--- config.mk ---
export PLATFORM = sky130hd
export DESIGN_NAME = serial_adder_n
export DESIGN_NICKNAME = d
export VERILOG_FILES = /design/src/rtl/serial_adder_n.sv
export SDC_FILE = /design/constraint.sdc
export NUM_CORES = 1
export LEC_CHECK = 0
export CAP_MARGIN = 15
export CORE_MARGIN = 5
export CORE_UTILIZATION = 55
export DETAILED_ROUTE_END_ITERATION = 8
export PLACE_DENSITY = 0.93
export SLEW_MARGIN = 20
export SYNTH_ARGS = -nofsm -noshare
export SYNTH_HDL_FRONTEND = slang
export SYNTH_SLANG_ARGS = --single-unit
--- constraint.sdc ---
create_clock -name clk -period 3.2 [get_ports clk]
set_clock_uncertainty 0.1 [all_clocks]
set_input_delay 0.48 -clock clk [delete_from_list [all_inputs] [get_ports clk]]
set_output_delay 0.48 -clock clk [all_outputs]
set_load 0.01 [all_outputs]
--- src/rtl/serial_adder_n.sv ---
// serial_adder_n: multi-cycle adder/subtractor consuming STEP bits per clock, LSB chunk first
module serial_adder_n #(
  parameter int WIDTH = 8,
  parameter int STEP  = 1
) (
  input  logic             clk,
  input  logic             rst,
  input  logic             start,
  input  logic             sub,
  input  logic [WIDTH-1:0] A,
  input  logic [WIDTH-1:0] B,
  input  logic             Cin,
  output logic             busy,
  output logic             done,
  output logic [WIDTH-1:0] sum,
  output logic             carry,
  output logic             ovf
);
  localparam int N  = WIDTH / STEP;
  localparam int CW = N > 1 ? $clog2(N) : 1;
  typedef enum logic [1:0] {IDLE, RUN, FIN} state_t;
  state_t           state, state_n;
  logic [WIDTH-1:0] a_sr, b_sr, s_sr, s_next;
  logic [CW-1:0]    cnt;
  logic [STEP-1:0]  r;
  logic             cy, co, cm, last, accept;
  assign {co, r} = {1'b0, a_sr[STEP-1:0]} + {1'b0, b_sr[STEP-1:0]} + (STEP+1)'(cy);
  assign cm      = a_sr[STEP-1] ^ b_sr[STEP-1] ^ r[STEP-1];
  assign s_next  = WIDTH'({r, s_sr} >> STEP);
  assign last    = state == RUN && cnt == CW'(N - 1);
  assign accept  = start && state != RUN;
  assign busy    = state == RUN;
  assign done    = state == FIN;
  // state register
  always_ff @(posedge clk or posedge rst)
    if (rst) state <= IDLE;
    else state <= state_n;
  // next state: RUN lasts N edges, FIN one cycle unless restarted
  always_comb begin
    state_n = state;
    state_n = state == RUN ? (last ? FIN : RUN) : (start ? RUN : IDLE);
  end
  // operand shifters, chunk carry and registered results
  always_ff @(posedge clk or posedge rst)
    if (rst) begin
      a_sr  <= '0;
      b_sr  <= '0;
      s_sr  <= '0;
      cy    <= 1'b0;
      cnt   <= '0;
      sum   <= '0;
      carry <= 1'b0;
      ovf   <= 1'b0;
    end else if (accept) begin
      a_sr <= A;
      b_sr <= sub ? ~B : B;
      cy   <= sub | Cin;
      cnt  <= '0;
      s_sr <= '0;
    end else if (state == RUN) begin
      a_sr <= a_sr >> STEP;
      b_sr <= b_sr >> STEP;
      s_sr <= s_next;
      cy   <= co;
      cnt  <= cnt + 1'b1;
      if (last) begin
        sum   <= s_next;
        carry <= co;
        ovf   <= cm ^ co;
      end
    end
endmodule

==> flow_results.org <==
** Yosys
- A synthesized cell averages 11.1 um^2.
- Net count of the mapped netlist :: 187
- During synthesis, Yosys emitted a total of 0 warnings.
- Sequential fraction of the synthesis area :: 53.9%
- After synthesis the netlist holds a flip-flop and latch count of 39.
- Yosys mapped the design onto 23 distinct sky130hd cell types.
- Synthesis handed over a netlist of 163 instances.
- Total standard cell area after synthesis :: 0.00181 mm^2

** Routing
- Routed WL per cell :: 14.0 um
- Number of iterations in the first detailed-routing pass :: 4
- After detailed routing, the total wire length is 3370 um.
- Antenna-violating nets left :: 0
- For this block, the via count after detailed routing is 1256.
- Via-per-instance ratio :: 5.21
- For this run, design rule violations remaining after detail routing come to 0.
- After the first detailed-routing iteration, the DRC count stood at 44.

** Floorplanning
- From left edge to right edge, the die measures 67.4 um.
- I/O pin count :: 33
- The region available for standard cell placement spans 0.00310 mm^2.
- Initial cell density of the core :: 58.4%
- The floorplan step set the die height to 67.4 um.
- FP Rows :: 20
- DIE AREA :: 0.00454 mm^2

** STA
- Maximum operating frequency :: 440 MHz
- Setup repair after global routing left no endpoint under its margin.
- Share of the clock period used by the worst path after layout :: 71.0%
- Measured against its own limit, the worst slew margin works out to 62.2%.
- The number of max-slew violations in the final report came to 0.
- Hold Worst Slack :: 0.373 ns
- Shortest period the worst path allows :: 2.27 ns
- Number of hold violations in the final report :: 0
- Setup violations remaining at the end of the flow were counted as 0.
- At the pin with the least slew margin, the transition time is 0.566 ns.
- Adding up every negative setup slack in the final design gives 0 ns.
- Post-layout worst setup margin :: 0.927 ns

** Critical path
- Critical path capture point type :: output port
- Arrival time worst endpoint :: 1.69 ns
- Classification of the worst setup path :: register to output port
- STA classifies the critical path startpoint as a register.
- In this run the critical register-to-register path is captured at cnt[0]$_DFFE_PP0P_.
- On the worst path, the slowest cell contributes a delay of 0.53 ns.
- Largest fanout on the critical path :: 13
- Worst reg-to-reg path cell count :: 5
- Cell with the biggest individual delay on the critical path :: clkdlybuf4s50_1
- At the worst endpoint, the required time is 2.62 ns.
- For flop-to-flop paths, the worst setup slack is 1.48 ns.
- Crit Reg-Reg Startpoint :: state[1]$_DFF_PP0_
- Crit path cell chain :: nand2b_2, inv_2, clkdlybuf4s50_1

** Placement
- Before CTS, the worst setup slack after placement is 1.24 ns.
- GPL Wtd Cong :: 0.768
- Quantity of I/O buffers inserted on ports :: 32
- Counting tap cells, the placed design contains a total of 233 instances.
- After detailed placement, the total cell area comes to 0.00216 mm^2.
- After legalization and detailed placement, the total HPWL measured 2490 um.

** Power
- Switching part of the total power :: 36.7%
- Power density cells :: 839 mW/mm^2
- In this run, flip-flops and latches consume 45.0% of the power.
- Internal cell power :: 1170 uW
- Largest vdd supply drop :: 0.000367 V
- The clock network accounts for 13.4% of the total power.
- In this run, the combinational gates consume 41.7% of the power.
- Summed over all cells, the static leakage comes to 0.00105 uW.
- Summed over all nets, the switching power comes to 680 uW.

** Cells and area
- The finished cells cover 0.00221 mm^2.
- The area growth from synthesis to layout is 22.0%.
- In the final layout, the share of cells above drive strength 1 is 11.2%.
- Leading cell types in the layout, fill and taps excluded :: 39 x dfrtp_1, 33 x nand2_1, 32 x clkdlybuf4s50_1
- Leading cell type in the layout, fill and taps excluded :: dfrtp_1
- Leaving out filler cells and counting taps, the final layout contains 241.
- Number of antenna repair diodes :: 0
- Nets :: 220

** GRT
- Global route total overflow :: 0
- Number of global-route vias before repair :: 1356
- The number of antenna violations at the first check in global routing was 0.
- Overall track demand over capacity in global routing :: 17.8%
- Largest net degree at the start of global routing :: 41
- Global-route wire length before repair :: 6010 um

** Clock network
- Clock Root Buffer :: clkbuf_4
- H-tree levels :: 2
- Clock buffer count from CTS :: 5
- CTS saw 39 sinks.
- The number of setup buffers added after CTS is 0.
- Counting along the longest clock path gives a buffer depth of 2.
- Reg clk slew, reported paths :: 0.12 ns
- Quantity of hold-fixing buffers added after cts :: 0
- At the later pin of the worst-skew pair, clock insertion delay measures 0.35 ns.
- TritonCTS built the clock tree.
- Post-CTS repair changed the size of 0 cells.

** Flow run
- The tool flagged a number of max-cap violations equal to 0.

** Worst hold path
- Worst hold path class :: input port to async pin

** Outcome
- Outcome :: completed
-- critical path, delay by kind of cell (launching register included) --
kind          cells  cell delay, ns
simple gates      1            0.30
flops             1            0.41
buf+inv           2            0.63
-- cell usage after synthesis --
master	instances	share of area, %
dfrtp_1	39	54
nand2_1	33	6.8
o21ai_0	19	5.2
mux2i_1	15	8.3
nand3b_1	9	3.7
buf_2	7	1.9
xor2_1	7	3.4
inv_1	5	1.0
mux2_2	5	3.1
nor2_1	4	0.83
xnor2_1	4	1.9
mux2_4	3	2.5
buf_4	2	0.83
ha_1	2	1.4
a211oi_1	1	0.41
and2b_1	1	0.41
buf_6	1	0.62
fa_1	1	1.1
inv_2	1	0.21
nand2b_2	1	0.48
nand3b_4	1	1.1
nor3b_1	1	0.41
o22ai_1	1	0.35
-- how the worst max path moves through the flow --
stage,endpoint,start,cells after the start,slack (ns)
after global placement,busy,state[1]$_DFF_PP0_,3,1.35
after detailed placement,b_sr[0]$_DFFE_PP0P_,sub,4,1.24
after CTS,busy,state[1]$_DFF_PP0_,3,0.90
final,busy,state[1]$_DFF_PP0_,3,0.93
after floorplan,ovf$_DFFE_PP0P_,a_sr[0]$_DFFE_PP0P_,5,1.66
after global routing,busy,state[1]$_DFF_PP0_,3,0.81
-- through the flow --
step,utilization (%),total power (uW)
floorplan,-,1350
global placement,69.5,1560
detailed placement,69.5,1630
CTS,71.2,1880
global route,71.2,2010
finish,71.2,1850
-- cell type report --
cell class | count | area [um^2]
Sequential cell | 39 | 976
Fill cell | 258 | 893
Multi-Input combinational cell | 108 | 752
Timing Repair Buffer | 36 | 350
Tap cell | 44 | 55.1
Clock buffer | 6 | 41.3
Inverter | 6 | 22.5
Clock inverter | 2 | 12.5
-- metal layers --
metal  part of all wire [%]  wire length, um  track usage, %  up-vias
met1                     42             1410            20.6      605
met4                    1.5               52            5.82        0
met2                     51             1730            31.0       35
li1                       -                -               -      609
met3                    5.4              181            5.99        7
met5                      0                0               0        -
-- kinds of logic (layout without fill, tap and decap cells) --
group,Yosys count,in the layout,share of synthesized area [%]
AND/OR/NAND/NOR,50,50,13.8
buffers and inverters,16,50,4.63
XOR/XNOR,11,11,5.32
AO/OA/AOI/OAI,21,21,6.01
flip-flops,39,39,53.9
multiplexers,23,23,13.9
adder cells (fa/ha/maj),3,3,2.49
-- power groups by stage --
stage | clock network, uW | registers [uW] | logic [uW]
CTS | 256 | 836 | 789
global route | 274 | 865 | 871
global placement | 0 | 829 | 734
finish | 248 | 834 | 773
detailed placement | 0 | 845 | 788
floorplan | 0 | 840 | 515
-- flip-flops by register name, summed over array words and instances (netlist names) --
signal / flops
cnt: 3
state: 2
ovf: 1
s_sr: 7
sum: 8
carry: 1
cy: 1
a_sr: 8
b_sr: 8
Power figures use the tool's default switching activity.
